--- src/rtl/hazard_ctrl.sv ---
// Pipeline hazard controller: inserts load-use bubbles, flushes on taken branches,
// freezes the pipeline on data-memory busy, and keeps saturating stall/flush counters.
module hazard_ctrl #(
  parameter int LOAD_LAT = 1,
  parameter int CNT_W    = 16
) (
  input  logic             clk,
  input  logic             rst,
  input  logic [4:0]       id_rs1,
  input  logic [4:0]       id_rs2,
  input  logic             ex_memRead,
  input  logic [4:0]       ex_rd,
  input  logic             ex_branch_taken,
  input  logic             mem_busy,
  output logic             stall,
  output logic             pc_write,
  output logic             ifid_write,
  output logic             idex_write,
  output logic             ifid_flush,
  output logic             idex_flush,
  output logic [CNT_W-1:0] stall_cnt,
  output logic [CNT_W-1:0] flush_cnt,
  output logic             dbg_state_o
);

  typedef enum logic {RUN = 1'b0, LU_WAIT = 1'b1} state_t;

  localparam logic [2:0] WCNT_INIT = 3'(LOAD_LAT - 1);

  state_t           state_q, state_d;
  logic [2:0]       wcnt_q, wcnt_d;
  logic [CNT_W-1:0] stall_cnt_q, stall_cnt_d;
  logic [CNT_W-1:0] flush_cnt_q, flush_cnt_d;
  logic             stall_inc, flush_inc;
  logic             hz;

  // x0 is hardwired to zero, so a load targeting it never creates a dependency.
  assign hz = ex_memRead && (ex_rd != 5'd0) && ((ex_rd == id_rs1) || (ex_rd == id_rs2));

  always_comb begin
    state_d    = state_q;
    wcnt_d     = wcnt_q;
    stall_inc  = 1'b0;
    flush_inc  = 1'b0;
    stall      = 1'b0;
    pc_write   = 1'b1;
    ifid_write = 1'b1;
    idex_write = 1'b1;
    ifid_flush = 1'b0;
    idex_flush = 1'b0;
    if (rst) begin
      stall      = 1'b1;
      pc_write   = 1'b0;
      ifid_write = 1'b0;
      idex_write = 1'b0;
    end else if (mem_busy) begin
      pc_write   = 1'b0;
      ifid_write = 1'b0;
      idex_write = 1'b0;
    end else if (ex_branch_taken) begin
      // The flush squashes the ID instruction, so any pending bubble is dropped.
      ifid_flush = 1'b1;
      idex_flush = 1'b1;
      state_d    = RUN;
      wcnt_d     = 3'd0;
      flush_inc  = 1'b1;
    end else begin
      case (state_q)
        RUN: begin
          if (hz) begin
            stall      = 1'b1;
            pc_write   = 1'b0;
            ifid_write = 1'b0;
            stall_inc  = 1'b1;
            if (LOAD_LAT > 1) begin
              state_d = LU_WAIT;
              wcnt_d  = WCNT_INIT;
            end
          end
        end
        LU_WAIT: begin
          stall      = 1'b1;
          pc_write   = 1'b0;
          ifid_write = 1'b0;
          stall_inc  = 1'b1;
          wcnt_d     = wcnt_q - 3'd1;
          if (wcnt_q == 3'd1) state_d = RUN;
        end
        default: state_d = RUN;
      endcase
    end
  end

  always_comb begin
    stall_cnt_d = stall_cnt_q;
    flush_cnt_d = flush_cnt_q;
    if (stall_inc && (stall_cnt_q != '1)) stall_cnt_d = stall_cnt_q + CNT_W'(1);
    if (flush_inc && (flush_cnt_q != '1)) flush_cnt_d = flush_cnt_q + CNT_W'(1);
  end

  always_ff @(posedge clk or posedge rst) begin
    if (rst) begin
      state_q     <= RUN;
      wcnt_q      <= 3'd0;
      stall_cnt_q <= '0;
      flush_cnt_q <= '0;
    end else begin
      state_q     <= state_d;
      wcnt_q      <= wcnt_d;
      stall_cnt_q <= stall_cnt_d;
      flush_cnt_q <= flush_cnt_d;
    end
  end

  assign stall_cnt   = stall_cnt_q;
  assign flush_cnt   = flush_cnt_q;
  assign dbg_state_o = state_q;

endmodule

--- config.mk ---
export PLATFORM = sky130hd
export DESIGN_NAME = hazard_ctrl
export DESIGN_NICKNAME = d
export VERILOG_FILES = /design/src/rtl/hazard_ctrl.sv
export SDC_FILE = /design/constraint.sdc
export NUM_CORES = 1
export LEC_CHECK = 0
export CAP_MARGIN = 10
export CORE_ASPECT_RATIO = 1.5
export CORE_MARGIN = 5
export CORE_UTILIZATION = 43
export DETAILED_ROUTE_END_ITERATION = 8
export GPL_ROUTABILITY_DRIVEN = 0
export PLACE_DENSITY_LB_ADDON = 0.2
export SETUP_SLACK_MARGIN = 0.3
export SLEW_MARGIN = 15
export SYNTH_ARGS = -nofsm -noshare
export SYNTH_HDL_FRONTEND = slang
export SYNTH_SLANG_ARGS = --single-unit
--- constraint.sdc ---
create_clock -name clk -period 3.16 [get_ports clk]
set_input_delay 0.632 -clock clk [delete_from_list [all_inputs] [get_ports clk]]
set_output_delay 0.632 -clock clk [all_outputs]
set_load 0.05 [all_outputs]
# Yosys cells after proc, flatten, opt, wreduce, memory -nomap -nowiden
# Cells that the tools add are included.
dict set report word_totals {
  ff_bits 36
  inputBits 20
  wordCells 45
  output_inout_bits 39
}
dict set report op_classes {
  reduce_logical 9
  add_sub_neg 3
  muxes 21
  bitwise_logic 3
  n_eq_ne 5
}
# cell count
set ops {}
lappend ops {{16-bit by 1-bit adder with 16-bit output, second input constant} 2}
lappend ops {{16-bit inequality test, second input constant} 2}
lappend ops {{1-bit 2-to-1 mux} 17}
lappend ops {{5-bit == test} 2}
lappend ops {{3-bit 2-to-1 mux} 2}
lappend ops {{5-bit nonzero test} 1}
lappend ops {{1-bit logical AND} 4}
lappend ops {{1-bit case mux with 2 select lines} 2}
lappend ops {{3-bit by 1-bit == test with 1-bit output, second input constant} 1}
lappend ops {{1-bit NOT} 3}
lappend ops {{3-bit AND reduction} 1}
lappend ops {{3-bit by 1-bit subtractor with 3-bit output, second input constant} 1}
lappend ops {{2-bit AND reduction} 1}
lappend ops {{2-bit nonzero test} 1}
lappend ops {{1-bit logical OR} 1}

# Longest topological paths before layout
# Gate-level depths: netlist of the first run.
dict set report depth {
  word_depth 9
  ltp_mapped 7
  ltp_nobuf 6
}

# Worst setup path after synthesis of the first run
# No wires, ideal clock.
dict set report synth_timing {
  path_type {input to output}
  from {input port ex_rd[4]}
  to {output port stall}
  arrival_ns 2.387
  stages 5
  n_path_buf 0
  t_required_ns 2.528
  slack_ns 0.141
  cell_sequence {xnor2_1 > nand3_1 > o22ai_1 > a31oi_1 > o31ai_1}
}
dict set report synth_via {
  elab_chain_len 8
}
# item line
set synth_rtl {}
lappend synth_rtl {{from (decl)} 12} ;# input logic [4:0] ex_rd,
lappend synth_rtl {{5-bit == test / 5-bit nonzero test (equally long branches)} 38} ;# assign hz = ex_memRead && (ex_rd != 5'd0) && ((ex_rd == id_rs1) || (ex_rd == id_rs2));
lappend synth_rtl {{1-bit logical OR / 1-bit logical AND (equally long branches)} 38}
lappend synth_rtl {{1-bit logical AND (*)} 38}
lappend synth_rtl {{1-bit 2-to-1 mux (*)} 70} ;# if (hz) begin
lappend synth_rtl {{1-bit case mux with 2 select lines (*)} 68} ;# case (state_q)
lappend synth_rtl {{1-bit 2-to-1 mux (*)} 60} ;# end else if (ex_branch_taken) begin
lappend synth_rtl {{1-bit 2-to-1 mux (*)} 56} ;# end else if (mem_busy) begin
lappend synth_rtl {{1-bit 2-to-1 mux (*)} 51} ;# if (rst) begin
lappend synth_rtl {{to (decl)} 15} ;# output logic stall,
# Every way passes the cells marked *; elsewhere a longest branch is shown, timed or not.

# Worst setup path after layout of the first run
dict set report layout_timing {
  from {input port id_rs2[4]}
  to {output port stall}
}
dict set report layout_via {
  elab_chain_len 8
}
# item line
set layout_rtl {}
lappend layout_rtl {{from (decl)} 10} ;# input logic [4:0] id_rs2,
lappend layout_rtl {{5-bit == test} 38}
lappend layout_rtl {{1-bit logical OR} 38}
lappend layout_rtl {{1-bit logical AND} 38}
lappend layout_rtl {{1-bit 2-to-1 mux} 70}
lappend layout_rtl {{1-bit case mux with 2 select lines} 68}
lappend layout_rtl {{1-bit 2-to-1 mux} 60}
lappend layout_rtl {{1-bit 2-to-1 mux} 56}
lappend layout_rtl {{1-bit 2-to-1 mux} 51}
# Every way passes these cells.

==> run summary, run 1 <==
Clk slew on worst S/H paths - 70 ps
Crit path launch - id_rs2[4]
Finished Layout Cells - 324
FF-to-FF End - stall_cnt[1]
Fin crit period - 2780 ps
Yosys top cell by area - dfrtp_1
Final slew viol count - 0
Period utilization - 88.0%
Syn Nets - 219
WS Path Type - in2out
Global Route Usage Sum - 15.7%
Slew @ Worst Pin - 512 ps
Core Rows - 30
Final Skew - 5.52 ps
RSZ-0062 raised after global routing - false
Main area contributors after synthesis - dfrtp_1, xnor2_1, nand3_1
Vias - 1646
Fill cells - 380
Async set-reset flop share out of synthesis - 100%
TritonCTS clock tree - built
Seq pwr share - 40.3%
Crit-path cells - clkdlybuf4s50_1 > xnor2_1 > nand3_2 > o22ai_2 > a31oi_2 > o31ai_2 > buf_6
TritonCTS Sinks - 36
Yosys top cell area share - 44.8%
Crit-path max FO - 2
Min setup slack post-route - 378 ps
Int Pwr - 913 uW
Sw frac - 34.9%
Logic gate share of total power - 31.4%
Flop and latch count out of synthesis - 36
Power per cell area - 491 mW/mm^2
Crit end category - output pin
Syn Area/Cell - 10.3 um^2
Post-synth cell types - 39
Syn Std Cell Area - 0.00201 mm^2
Post-synth top cells - dfrtp_1, xnor2_1, nand3_1
Area Growth Syn to Fin - 41.9%
Starting density of the core - 44.3%
Drt initial violations - 70
Routed Wire Length - 4.52 mm
Post-synth EDFFs - 0
Reg2reg setup slack - 1240 ps
Via-to-Cell Ratio - 5.08
Vias in the first global route - 1706
Slew headroom - 65.8%
Dpl hpwl - 3.43 mm
First-pass GRT wire length - 7.68 mm
Max-cap violations - 0
Wirelength per Cell - 13.9 um
Total CTS buffers - 5
Clock power frac - 28.2%
Final setup violation count - 0
Synth warn - 0
Startpoint types - input port
CTS max path bufs - 2
Max stage delay on crit path - 420 ps
CTS Root Cell - clkbuf_8
Worst Path Required - 2530 ps
CP endpoint - stall
Leakage power figure - 1.22 nW
Final core utilization - 62.9%
Finished Cell Area - 0.00286 mm^2
H-tree lvl count - 2
# IOs - 59
Hold/Removal Path Class - reg2reg
Nets - 283
Setup TNS - 0 ps
Worst-case vdd ir drop - 358 uV
Peak Freq - 0.359 GHz
Diode count - 0
Register area share after synthesis - 44.8%
Top_reg_cell synth - dfrtp_1
Share of cells above drive strength 1 - 14.6%
Initial DRT Pass Iterations - 4
Final hold vios - 0
Initial antenna violation count - 0
Placement Setup Slack - 299 ps
Reg2Reg Launch Point - stall_cnt[0]
Net switching power - 490 uW
Drt drc - 0
Top-count cell post-synth - dfrtp_1
Placed instance area - 0.00269 mm^2
Worst Hold Slack - 480 ps
Design Power - 1.40 mW
Core ar. - 0.00454 mm^2
Die Wd - 65.9 um
Slowest CP cell - clkdlybuf4s50_1
# port buffers - 58
Post-synthesis cell count - 195
Die Area - 0.00618 mm^2
Die Y - 93.8 um
Worst reg2reg path depth - 6
Worst skew pair latency - 280 ps
Cts hold-fix bufs - 0
Outcome - complete, no violations
Placed cells - 314
GRT overflow - 0
Post-route ant nets - 0
Largest net degree at the start of global routing - 37
Arrival time worst endpoint - 2150 ps
[cell usage in the layout (no fill, tap or decap), types with 5 or more instances in the layout]
cell type / netlist / final
clkdlybuf4s50_1: 0 / 47
dfrtp_1: 36 / 36
xnor2_1: 33 / 33
nand3_1: 18 / 16
nand2_1: 16 / 16
and3_1: 14 / 14
nor2_1: 10 / 10
nand3_2: 4 / 6
inv_1: 6 / 6
a21oi_1: 6 / 6
nand4_1: 6 / 6
buf_4: 2 / 6
clkbuf_8: 0 / 5
dlymetal6s2s_1: 0 / 5
[worst max-delay path, delay by kind of cell]
kind | cells | cell delay [ps]
XOR/XNOR | 1 | 230
buffers and inverters | 2 | 610
AND/OR/NAND/NOR | 1 | 120
AO/OA/AOI/OAI | 3 | 550
[flip-flops by register name (all words and copies together), names as in the netlist]
signal	cells
wcnt_q	3
dbg_state_o	1
stall_cnt	16
flush_cnt	16
[layout make-up]
type	instances	area [um^2]	share of cell area, %
sequential	36	901	31.6
tap	64	80.1	2.80
multi-input combinational	147	1070	37.5
clock inverter	3	42.5	1.49
clock buffer	5	68.8	2.41
timing repair buffer	63	669	23.4
inverter	6	22.5	0.789
[power by group through the flow]
| stage | logic, mW | clock network (mW) | registers (mW) |
|---|---|---|---|
| global placement | 0.433 | 0 | 0.573 |
| global route | 0.474 | 0.425 | 0.576 |
| detailed placement | 0.438 | 0 | 0.576 |
| finish | 0.441 | 0.396 | 0.566 |
| CTS | 0.441 | 0.409 | 0.568 |
| floorplan | 0.135 | 0 | 0.710 |
[how the worst min path moves through the flow]
stage	depth (start not counted)	endpoint	startpoint
6_report	2	wcnt_q[1]	wcnt_q[1]
5_1_grt	1	stall_cnt[12]	stall_cnt[12]
4_1_cts	2	wcnt_q[1]	wcnt_q[1]
3_5_place_dp	2	wcnt_q[1]	wcnt_q[1]
3_3_place_gp	2	wcnt_q[1]	wcnt_q[1]
2_1_floorplan	2	wcnt_q[1]	wcnt_q[1]
[metal layers]
layer  share of wire [%]  wire length (um)  up-vias  track usage (%)
met2                  56              2520       36             29.0
met1                  39              1780      795             17.6
li1                    -                 -      807                -
met3                 3.2               144        8             3.47
met4                 1.5                69        0             4.50
met5                   0                 0        -                0
[what timing repair did]
item | in CTS | in global routing
gates cloned | 0 | 0
pin swaps | 1 | 9
setup buffers | 0 | 2
gates resized for setup | 2 | 9
endpoints found under the setup margin | 3 | 3
[logic make-up (layout without fill, tap and decap cells)]
family | Yosys count | in the layout | share of synthesized area, %
buffers and inverters | 12 | 77 | 3.42
adder cells (fa/ha/maj) | 4 | 4 | 2.49
XOR/XNOR | 35 | 35 | 15.2
AND/OR/NAND/NOR | 82 | 82 | 23.4
flip-flops | 36 | 36 | 44.8
AO/OA/AOI/OAI | 23 | 23 | 9.02
multiplexers | 3 | 3 | 1.62
(Power assumes the default switching activity.)
==> run 2, diff against run 1 <==
- CORE_UTILIZATION: 43 -> 51
==> run summary, run 2 (synthesis results as in run 1) <==
Core ar. - 0.00389 mm^2
Crit end category - output pin
CP top delay family - buffers and inverters
Reg2Reg Launch Point - stall_cnt[0]
Slew @ Worst Pin - 511 ps
Routed Wire Length - 4.59 mm
TritonCTS clock tree - built
Core Rows - 28
Share of cells above drive strength 1 - 13.6%
Final hold vios - 0
Setup TNS - 0 ps
Period utilization - 88.2%
Crit-path cells - clkdlybuf4s50_1 > xnor2_1 > nand3_1 > o22ai_2 > a31oi_1 > o31ai_2 > buf_6
WS Path Type - in2out
Hold/Removal Path Class - reg2reg
Wirelength per Cell - 15.2 um
Logic gate share of total power - 32.6%
Final setup violation count - 0
Power per cell area - 480 mW/mm^2
TritonCTS Sinks - 36
Net switching power - 491 uW
Die Area - 0.00533 mm^2
Sw frac - 36.5%
RSZ-0062 raised after global routing - false
Slew headroom - 65.8%
Die Y - 86.9 um
# port buffers - 58
Worst reg2reg path depth - 6
Crit-path max FO - 2
Final Skew - 9.14 ps
Worst Path Required - 2530 ps
Worst skew pair latency - 290 ps
Clock power frac - 25.5%
CP bufs+invs - 2
First-pass GRT wire length - 7.65 mm
Post-route ant nets - 0
Stages on the worst setup path - 7
Seq pwr share - 41.9%
Drt drc - 0
FF-to-FF End - stall_cnt[1]
Area Growth Syn to Fin - 39.3%
Placed cells - 294
Largest net degree at the start of global routing - 37
Global Route Usage Sum - 19.3%
Clk slew on worst S/H paths - 70 ps
GRT overflow - 0
Leakage power figure - 1.21 nW
Int Pwr - 854 uW
Startpoint types - input port
CTS max path bufs - 2
CTS Root Cell - clkbuf_8
Crit path launch - id_rs2[0]
Max-cap violations - 0
Max stage delay on crit path - 480 ps
Via-to-Cell Ratio - 5.43
Reg2reg setup slack - 1280 ps
Outcome - complete, no violations
Die Wd - 61.3 um
Initial antenna violation count - 0
Drt initial violations - 55
Commonest non-fill, non-tap cells in the layout - clkdlybuf4s50_1, dfrtp_1, xnor2_1
Finished Layout Cells - 303
CP endpoint - stall
Vias in the first global route - 1714
Nets - 281
Arrival time worst endpoint - 2150 ps
Slowest CP cell - clkdlybuf4s50_1
Vias - 1644
Fin crit period - 2790 ps
Diode count - 0
Worst-case vdd ir drop - 478 uV
Final slew viol count - 0
H-tree lvl count - 2
# IOs - 59
Peak Freq - 0.359 GHz
Starting density of the core - 51.7%
Total CTS buffers - 5
Dpl hpwl - 3.56 mm
Initial DRT Pass Iterations - 4
Commonest non-fill, non-tap cell in the layout - clkdlybuf4s50_1
run 2: worst min path at each step:
stage,startpoint,end,slack [ps],depth (start not counted)
after floorplan,wcnt_q[1],wcnt_q[1],450,2
after global placement,wcnt_q[1],wcnt_q[1],460,2
after detailed placement,wcnt_q[1],wcnt_q[1],470,2
after CTS,wcnt_q[1],wcnt_q[1],490,2
after global routing,wcnt_q[0],wcnt_q[0],530,1
final,wcnt_q[1],wcnt_q[1],480,2
run 2: power groups by stage:
stage	registers (mW)	logic [mW]	clock network [mW]
2_1_floorplan	0.710	0.135	0
3_3_place_gp	0.572	0.430	0
3_5_place_dp	0.573	0.439	0
4_1_cts	0.564	0.442	0.347
6_report	0.563	0.439	0.343
5_1_grt	0.575	0.469	0.374
run 2: per-layer routing:
layer  track usage [%]  vias up  share of wire, %
met5                 0        -                 0
met4              6.51        0               2.5
met3              5.34       11               4.1
met2              34.5       38                55
met1              21.2      790                38
li1                  -      805                 -
run 2: area by class of cell:
class,instances,area [um^2]
Fill cell,272,1090
Multi-Input combinational cell,147,1070
Sequential cell,36,901
Timing Repair Buffer,61,654
Clock buffer,7,86.3
Tap cell,45,56.3
Inverter,6,22.5
Clock inverter,1,7.51
run 2: worst register-to-register path, delay by kind of cell (launching register included):
family	cells	cell delay [ps]
AND/OR/NAND/NOR	3	470
multiplexers	1	320
flip-flops	1	430
adder cells (fa/ha/maj)	1	250
AO/OA/AOI/OAI	1	310
run 2: metrics by stage:
step | setup WS, ps | hold WS (ps) | instance area [um^2] | util (%) | total power, mW
detailed placement | 291 | 470 | 2660 | 68.3 | 1.01
global route | 276 | 531 | 2800 | 72.1 | 1.42
global placement | 320 | 463 | 2660 | 68.3 | 1.00
CTS | 310 | 486 | 2760 | 71.1 | 1.35
finish | 374 | 477 | 2800 | 72.1 | 1.35
floorplan | 565 | 450 | 2020 | - | 0.844
run 2: what timing repair did:
item	4_1_cts	5_1_grt
buffers inserted	1	0
hold buffers	0	0
resized for setup	2	9
cloned	0	0
endpoints found under the setup margin	3	3
pin swaps	1	2
==> run 3, diff against run 2 <==
- CORE_MARGIN: 5 -> unset
==> run summary, run 3 (synthesis results as in run 1) <==
Reg2Reg Launch Point - stall_cnt[0]
Worst skew pair latency - 290 ps
Commonest non-fill, non-tap cell in the layout - clkdlybuf4s50_1
Period utilization - 86.9%
CTS Root Cell - clkbuf_8
Peak Freq - 0.364 GHz
Max-cap violations - 0
Slew headroom - 65.7%
Core Rows - 27
WS Path Type - in2out
Setup TNS - 0 ps
RSZ-0062 raised after global routing - false
Nets - 283
Largest net degree at the start of global routing - 37
Sw frac - 37.3%
Crit end category - output pin
Clk slew on worst S/H paths - 70 ps
Grt met1 use - 27.3%
Routed Wire Length - 4.53 mm
Worst Hold Slack - 499 ps
Core ar. - 0.00372 mm^2
Worst-case vdd ir drop - 405 uV
Vias - 1679
Commonest non-fill, non-tap cells in the layout - clkdlybuf4s50_1, dfrtp_1, xnor2_1
GRT Max-Usage Layer - met2
Reg area - 901 um^2
Post-route ant nets - 0
Worst Path Required - 2530 ps
Vias in the first global route - 1727
First-pass GRT wire length - 7.76 mm
Leakage power figure - 1.19 nW
Initial antenna violation count - 0
Diode count - 0
Hold path start - wcnt_q[1]
Clock power frac - 24.4%
Drt drc - 0
Final setup violation count - 0
Global Route Usage Sum - 25.1%
Fill cells - 279
Design Power - 1.33 mW
GRT overflow - 0
Hold Path Cell Cnt - 2
Worst reg2reg path depth - 6
Outcome - complete, no violations
Startpoint types - input port
Fin crit period - 2750 ps
Final hold vios - 0
Initial DRT Pass Iterations - 4
Die Area - 0.00421 mm^2
Area Growth Syn to Fin - 38.4%
Power per cell area - 477 mW/mm^2
FF-to-FF End - stall_cnt[1]
Drt initial violations - 51
Via-to-Cell Ratio - 5.54
Placement Setup Slack - 265 ps
H-tree lvl count - 2
Met3 GRT Util - 5.17%
Wirelength per Cell - 14.9 um
Reg2reg setup slack - 1280 ps
Net switching power - 495 uW
Final slew viol count - 0
Hold path endpoint - wcnt_q[1]
Final Skew - 2.19 ps
# IOs - 59
TritonCTS clock tree - built
Crit-path max FO - 3
Dpl hpwl - 3.44 mm
Hold/Removal Path Class - reg2reg
Min setup slack post-route - 414 ps
Total CTS buffers - 5
Multi-input gate area - 0.00105 mm^2
Logic gate share of total power - 33.0%
Die Y - 78.9 um
CTS max path bufs - 2
Arrival time worst endpoint - 2110 ps
Int Pwr - 832 uW
Seq pwr share - 42.6%
Met2 Use GR - 44.6%
Slew @ Worst Pin - 514 ps
# port buffers - 58
Starting density of the core - 54.1%
Share of cells above drive strength 1 - 13.5%
Die Wd - 53.3 um
TritonCTS Sinks - 36
-- run 3: changes by cell type in the layout (fill, tap and decap cells not counted), sizes merged --
| cell | delta |
|---|---|
| buf | +2 |
| dlymetal6s2s | -2 |
| clkinv | +3 |
| clkinvlp | -1 |
| clkdlybuf4s50 | +2 |
| clkbuf | -2 |
-- run 3: timing repair --
item                                   4_1_cts  5_1_grt
endpoints found under the hold margin        0        0
setup buffers                                2        1
hold buffers                                 0        0
pin swaps                                    2        4
setup endpoints to repair                    3        3
gates resized for setup                      2        4
-- run 3: worst max-delay path: stages --
cell and delay (ps):
clkdlybuf4s50_1 540, xnor2_1 140, nand2_1 110, o22ai_2 150
a31oi_1 130, o21a_2 250, buf_12 150
-- run 3: worst max-delay path by stage --
stage              from          to  slack, ps  cells past startpoint
2_1_floorplan  ex_rd[4]       stall        560                      5
3_3_place_gp   ex_rd[0]  ifid_write        310                      7
3_5_place_dp   ex_rd[0]    pc_write        260                      7
4_1_cts        ex_rd[2]    pc_write        350                      7
5_1_grt        ex_rd[2]  ifid_write        290                      7
6_report       ex_rd[2]    pc_write        410                      7
-- run 3: through the flow --
step	cells	util, %	instance area, um^2
2_1_floorplan	195	-	2020
3_3_place_gp	292	71.4	2660
3_5_place_dp	292	71.4	2660
4_1_cts	302	74.3	2760
5_1_grt	303	74.9	2780
6_report	303	74.9	2780
-- run 3: power by group through the flow --
stage	clock (mW)	combinational, mW	sequential [mW]
4_1_cts	0.332	0.439	0.565
5_1_grt	0.354	0.465	0.576
2_1_floorplan	0	0.135	0.710
3_5_place_dp	0	0.433	0.574
3_3_place_gp	0	0.427	0.573
6_report	0.324	0.438	0.565
-- run 3: final cells by class --
cell class | count | share of cell area (%)
multi-input cells | 147 | 37.9
flip-flops and latches | 36 | 32.4
repair buffers | 63 | 23.9
clock buffers | 5 | 2.47
well taps | 43 | 1.93
inverters | 6 | 0.809
clock inverters | 3 | 0.674
-- run 3: layer usage --
| layer | wire, um | vias up |
|---|---|---|
| met5 | 0 | - |
| met3 | 140 | 11 |
| met2 | 2580 | 43 |
| met4 | 112 | 0 |
| met1 | 1690 | 816 |
| li1 | - | 809 |
